[config.mk]
export PLATFORM = sky130hd
export DESIGN_NAME = sw_max_score_tracker
export DESIGN_NICKNAME = d
export VERILOG_FILES = /design/src/rtl/sw_max_score_tracker.sv
export SDC_FILE = /design/constraint.sdc
export NUM_CORES = 2
export LEC_CHECK = 0
export ABC_AREA = 1
export CELL_PAD_IN_SITES_DETAIL_PLACEMENT = 0
export CELL_PAD_IN_SITES_GLOBAL_PLACEMENT = 1
export CORE_UTILIZATION = 40
export CTS_CLUSTER_SIZE = 14
export DETAILED_ROUTE_END_ITERATION = 7
export PLACE_DENSITY = 0.95
export SETUP_SLACK_MARGIN = 0.02
export SYNTH_ARGS = -nofsm -noshare
export SYNTH_HDL_FRONTEND = slang
export SYNTH_SLANG_ARGS = --single-unit
export TNS_END_PERCENT = 20
[constraint.sdc]
create_clock -name clk -period 34.2 [get_ports clk]
set_clock_uncertainty 0.1 [all_clocks]
set_input_delay 6.84 -clock clk [delete_from_list [all_inputs] [get_ports clk]]
set_output_delay 6.84 -clock clk [all_outputs]
set_load 0.01 [all_outputs]
[src/rtl/sw_max_score_tracker.sv]
// Max-score tracker behind the Smith-Waterman array: 2-stage PE max-reduction, per-query best tracking,
// one-entry result register with valid/rdy. Latency: last beat accepted at N -> result valid at N+3.
module sw_max_score_tracker #(
  parameter int NUM_PES     = 64,
  parameter int WIDTH       = 10,
  parameter int PES_PER_GRP = 8,
  parameter int COL_W       = 16
) (
  input  logic                         clk,
  input  logic                         rst,
  input  logic                         stall,
  input  logic [NUM_PES*WIDTH-1:0]     V_in,
  input  logic                         v_valid_in,
  input  logic                         col_first_in,
  input  logic                         col_last_in,
  output logic [WIDTH-1:0]             score_out,
  output logic [$clog2(NUM_PES)-1:0]   pe_idx_out,
  output logic [COL_W-1:0]             col_idx_out,
  output logic                         result_valid_out,
  input  logic                         result_rdy_in,
  output logic                         stall_req_out,
  output logic                         drop_err_out
);

  localparam int PE_W    = $clog2(NUM_PES);
  localparam int NUM_GRP = NUM_PES / PES_PER_GRP;
  localparam int LG_W    = (PES_PER_GRP > 1) ? $clog2(PES_PER_GRP) : 1;

  typedef enum logic {IDLE, TRACK} state_t;

  state_t            r_state, w_state_nx;
  logic [COL_W-1:0]  r_col_cnt, w_col_tag;
  logic              w_accept;

  logic [WIDTH-1:0]  w_gmax [NUM_GRP];
  logic [LG_W-1:0]   w_gidx [NUM_GRP];
  logic [WIDTH-1:0]  r_s1_gmax [NUM_GRP];
  logic [LG_W-1:0]   r_s1_gidx [NUM_GRP];
  logic              r_s1_vld, r_s1_first, r_s1_last;
  logic [COL_W-1:0]  r_s1_col;

  logic [WIDTH-1:0]  w_cmax;
  logic [PE_W-1:0]   w_cpe;
  logic [WIDTH-1:0]  r_s2_max;
  logic [PE_W-1:0]   r_s2_pe;
  logic              r_s2_vld, r_s2_first, r_s2_last;
  logic [COL_W-1:0]  r_s2_col;

  logic [WIDTH-1:0]  r_best, w_cand_score;
  logic [PE_W-1:0]   r_best_pe, w_cand_pe;
  logic [COL_W-1:0]  r_best_col, w_cand_col;
  logic              w_take, w_load;

  logic [WIDTH-1:0]  r_score;
  logic [PE_W-1:0]   r_pe;
  logic [COL_W-1:0]  r_col;
  logic              r_res_vld, r_drop_err, w_drain;

  assign w_accept  = v_valid_in & ~stall;
  assign w_col_tag = col_first_in ? '0 : r_col_cnt;

  // Strict '>' while scanning upward keeps the lowest index on ties.
  always_comb begin
    for (int g = 0; g < NUM_GRP; g++) begin
      w_gmax[g] = V_in[g*PES_PER_GRP*WIDTH +: WIDTH];
      w_gidx[g] = '0;
      for (int j = 1; j < PES_PER_GRP; j++) begin
        if (V_in[(g*PES_PER_GRP+j)*WIDTH +: WIDTH] > w_gmax[g]) begin
          w_gmax[g] = V_in[(g*PES_PER_GRP+j)*WIDTH +: WIDTH];
          w_gidx[g] = LG_W'(j);
        end
      end
    end
  end

  always_comb begin
    w_cmax = r_s1_gmax[0];
    w_cpe  = PE_W'(r_s1_gidx[0]);
    for (int g = 1; g < NUM_GRP; g++) begin
      if (r_s1_gmax[g] > w_cmax) begin
        w_cmax = r_s1_gmax[g];
        w_cpe  = PE_W'(g*PES_PER_GRP) + PE_W'(r_s1_gidx[g]);
      end
    end
  end

  always_ff @(posedge clk) begin
    if (rst) begin
      r_col_cnt  <= '0;
      r_s1_vld   <= 1'b0;
      r_s1_first <= 1'b0;
      r_s1_last  <= 1'b0;
      r_s1_col   <= '0;
      for (int g = 0; g < NUM_GRP; g++) begin
        r_s1_gmax[g] <= '0;
        r_s1_gidx[g] <= '0;
      end
      r_s2_vld   <= 1'b0;
      r_s2_first <= 1'b0;
      r_s2_last  <= 1'b0;
      r_s2_col   <= '0;
      r_s2_max   <= '0;
      r_s2_pe    <= '0;
    end else if (!stall) begin
      if (w_accept) begin
        if (col_first_in)         r_col_cnt <= COL_W'(1);
        else if (r_col_cnt != '1) r_col_cnt <= r_col_cnt + COL_W'(1);
      end
      r_s1_vld   <= v_valid_in;
      r_s1_first <= col_first_in;
      r_s1_last  <= col_last_in;
      r_s1_col   <= w_col_tag;
      for (int g = 0; g < NUM_GRP; g++) begin
        r_s1_gmax[g] <= w_gmax[g];
        r_s1_gidx[g] <= w_gidx[g];
      end
      r_s2_vld   <= r_s1_vld;
      r_s2_first <= r_s1_first;
      r_s2_last  <= r_s1_last;
      r_s2_col   <= r_s1_col;
      r_s2_max   <= w_cmax;
      r_s2_pe    <= w_cpe;
    end
  end

  // A first-column beat seeds the best unconditionally; otherwise only a strictly larger max replaces it.
  always_comb begin
    w_state_nx = r_state;
    w_take     = 1'b0;
    w_load     = 1'b0;
    if (r_s2_first || (r_s2_max > r_best)) begin
      w_cand_score = r_s2_max;
      w_cand_pe    = r_s2_pe;
      w_cand_col   = r_s2_col;
    end else begin
      w_cand_score = r_best;
      w_cand_pe    = r_best_pe;
      w_cand_col   = r_best_col;
    end
    case (r_state)
      IDLE: begin
        if (r_s2_vld && !stall && r_s2_first) begin
          w_take = 1'b1;
          if (r_s2_last) w_load = 1'b1;
          else           w_state_nx = TRACK;
        end
      end
      TRACK: begin
        if (r_s2_vld && !stall) begin
          w_take = 1'b1;
          if (r_s2_last) begin
            w_load     = 1'b1;
            w_state_nx = IDLE;
          end
        end
      end
      default: w_state_nx = IDLE;
    endcase
  end

  assign w_drain = r_res_vld & result_rdy_in;

  always_ff @(posedge clk) begin
    if (rst) begin
      r_state    <= IDLE;
      r_best     <= '0;
      r_best_pe  <= '0;
      r_best_col <= '0;
      r_score    <= '0;
      r_pe       <= '0;
      r_col      <= '0;
      r_res_vld  <= 1'b0;
      r_drop_err <= 1'b0;
    end else begin
      r_state <= w_state_nx;
      if (w_take) begin
        r_best     <= w_cand_score;
        r_best_pe  <= w_cand_pe;
        r_best_col <= w_cand_col;
      end
      // Result register runs independent of stall so the consumer can drain while the engine is frozen.
      if (w_load) begin
        if (!r_res_vld || w_drain) begin
          r_score   <= w_cand_score;
          r_pe      <= w_cand_pe;
          r_col     <= w_cand_col;
          r_res_vld <= 1'b1;
        end else begin
          r_drop_err <= 1'b1;
        end
      end else if (w_drain) begin
        r_res_vld <= 1'b0;
      end
    end
  end

  assign score_out        = r_score;
  assign pe_idx_out       = r_pe;
  assign col_idx_out      = r_col;
  assign result_valid_out = r_res_vld;
  assign drop_err_out     = r_drop_err;
  assign stall_req_out    = r_res_vld & ~result_rdy_in;

endmodule
==> flow_summary.yaml <==
timing:
  slew_headroom_pct: 25.25
  worstMarginPinSlew_ns: 1.109
  max_freq_ghz: 0.05050
  tns_ns: 0
  slew_violations: 0
  fin_crit_sh_pct: 57.90
  period_needed_ns: 19.80
  rsz0062_at_grt: "no"
  final_hold_viol_count: 0
  setup_viol: 0
place:
  dp_hpwl_um: 96660
  gp_congestion: 0.9653
  numPortBuffers: 681
synthesis:
  async_flop_share_pct: 0
  yosys.cell_types.count: 48
  synth_edf_count: 104
  yosysWarnings: 0
  syn_nets: 6553
  synth_area_per_cell_um2: 6.310
  yosys-top-cells-area: "ha_1 (23%), nand2_1 (15%), inv_1 (10%)"
  ys_seq_elements: 241
  synth_top_cell_area_share_pct: 22.63
  synth_top_area_cell: "ha_1"
  synthCells: 5301
  synth-main-ff-cell: "dfxtp_1"
  synth_seq_area_share_pct: 17.54
  synth_area_um2: 33450
grt:
  grt_use_total_pct: 25.57
  grt_overflow: 0
  grt_pass1_wl_um: 175400
  grt_pass1_vias: 33100
  grt_max_degree: 87
  antenna_found_initial: 53
route:
  vias_per_cell: 5.045
  routed-via-count: 35210
  ant_nets: 0
  wl_um: 111600
  drt_iter0_drc: 1835
  detail_route.wl_per_cell_um: 15.99
  firstDrtPassIters: 6
  drc: 0
floorplan:
  core_area_um2: 82370
  start_util_pct: 40.61
  die-area_um2: 84790
  ios: 682
  die_h_um: 291.2
  die_w_um: 291.2
  num_rows: 105
clock_tree:
  postCtsSetupRepairBufs: 0
  hold_buffers: 0
  clock_path_buffers: 3
  cts.htree.levels: 1
  clock_latency_ns: 0.55
  cts_sinks: 241
  cts_made_buffers: 26
  cts_root_buffer: "clkbuf_16"
  ctsResizeCount: 0
  path_clk_slew_ns: 0.06
  cts_tree: "built"
setup_path:
  rrSetupSlack_ns: 21.45
  crit_start: "V_in[89]"
  worstSetupEndpoint: "r_s1_gmax[0][18]$_SDFFCE_PN0P_"
  worstPathMaxFanout: 22
  cpMostUsedCell: "nand2_1"
  end_kind: "register"
  cp.required_ns: 34.39
  crit_type: "in2reg"
  r2r-end: "r_s2_pe[5]$_SDFFE_PP0N_"
  worst_r2r_path_depth: 70
  r2r-start: "r_s1_gmax[0][8]$_SDFFCE_PN0P_"
  cp_slowest_cell: "nand2_1"
  slowest_delay_ns: 0.52
  arrival_ns: 19.99
  cp-start-kind: "input pin"
finish:
  areaGrowthSynthToFinish_pct: 25.67
  nNetsFinal: 7097
  layout-drive-gt1-share_pct: 1.739
  mostFrequentLayoutCells: "nand2_1 (1376), inv_1 (895), clkdlybuf4s50_1 (680)"
  mostFrequentLayoutCell: "nand2_1"
  num-fill-cells: 8275
flow_run:
  max_cap_viol_count: 0
worst_hold_path:
  min_path_cells: 2
  hold_class: "reg2reg"
outcome:
  status: "finished, final reports clean"
## cells by family after synthesis
| group | Yosys count | share of synthesized area [%] |
|---|---|---|
| AO/OA/AOI/OAI | 1052 | 17.12 |
| adder cells (fa/ha/maj) | 605 | 22.63 |
| buffers and inverters | 1083 | 12.44 |
| flip-flops | 241 | 17.54 |
| AND/OR/NAND/NOR | 2320 | 30.27 |
## cells in the mapped netlist, types with 15 or more instances
cell type     n
o21bai_1     54
nand3_1     449
a21o_1       35
dfxtp_1     137
buf_2        20
nand2_1    1377
nand2_2      15
inv_1       896
clkbuf_1    129
ha_1        605
a21oi_1     257
nor3_1       25
and2_1       90
nand4_1     106
edfxtp_1    104
o21ai_0     618
nand3b_1     25
nor2_1      201
## state kept, by name, summed over array words and instances (netlist names), 6 cells and up
signal / count
r_best_col: 16
r_best: 10
score_out: 10
r_col_cnt: 16
r_s1_col: 16
r_s1_gmax: 80
pe_idx_out: 6
r_s2_pe: 6
col_idx_out: 16
r_s2_max: 10
r_best_pe: 6
r_s1_gidx: 24
r_s2_col: 16
## critical path: cells and delay by family
kind	cells	cell delay (ns)
AOI/OAI and AO/OA	14	2.92
adders and majority gates	7	2.24
buffers and inverters	9	1.18
and+or+nand+nor	39	6.74
## stage by stage
step	setup slack (ns)	cells	utilization (%)	instance area, um2	hold WS [ns]
floorplan	17.31	5301	-	33450	0.3262
global placement	13.93	6887	49.74	40970	0.3408
detailed placement	13.95	6887	49.74	40970	0.3450
CTS	14.54	6935	50.90	41930	0.3608
global route	12.98	6972	51.01	42020	0.3822
finish	14.40	6979	51.03	42040	0.3583
## worst min path at each step
stage	slack, ns	end	from
floorplan	0.33	r_s2_pe[3]$_SDFFE_PP0N_	r_s2_pe[3]$_SDFFE_PP0N_
global placement	0.34	r_s2_col[6]$_SDFFE_PP0N_	r_s2_col[6]$_SDFFE_PP0N_
detailed placement	0.35	r_s2_col[0]$_SDFFE_PP0N_	r_s2_col[0]$_SDFFE_PP0N_
CTS	0.36	r_s2_col[0]$_SDFFE_PP0N_	r_s2_col[0]$_SDFFE_PP0N_
global route	0.38	r_s2_col[0]$_SDFFE_PP0N_	r_s2_col[0]$_SDFFE_PP0N_
finish	0.36	r_s2_col[8]$_SDFFE_PP0N_	r_s2_col[8]$_SDFFE_PP0N_
## cell type report
class                      count  area [um2]  share of cell area [%]
sequential                   241        5866                   13.95
multi-input combinational   3977       23470                   55.83
timing repair buffer         691        6887                   16.38
clock inverter                14       222.7                  0.5298
antenna                       44       110.1                  0.2619
inverter                     908        3411                   8.114
tap                         1070        1339                   3.185
clock buffer                  34       733.2                   1.744
## metal layers
metal	vias to the layer above	track usage [%]	wire [um]
met2	712	44.05	53120
li1	18700	-	-
met4	26	8.014	2866
met1	15630	32.20	49710
met5	-	0	165
met3	146	4.398	5713
Power is not shown: default switching activity piles up to over one toggle a cycle in this logic, so the estimate is an artifact.
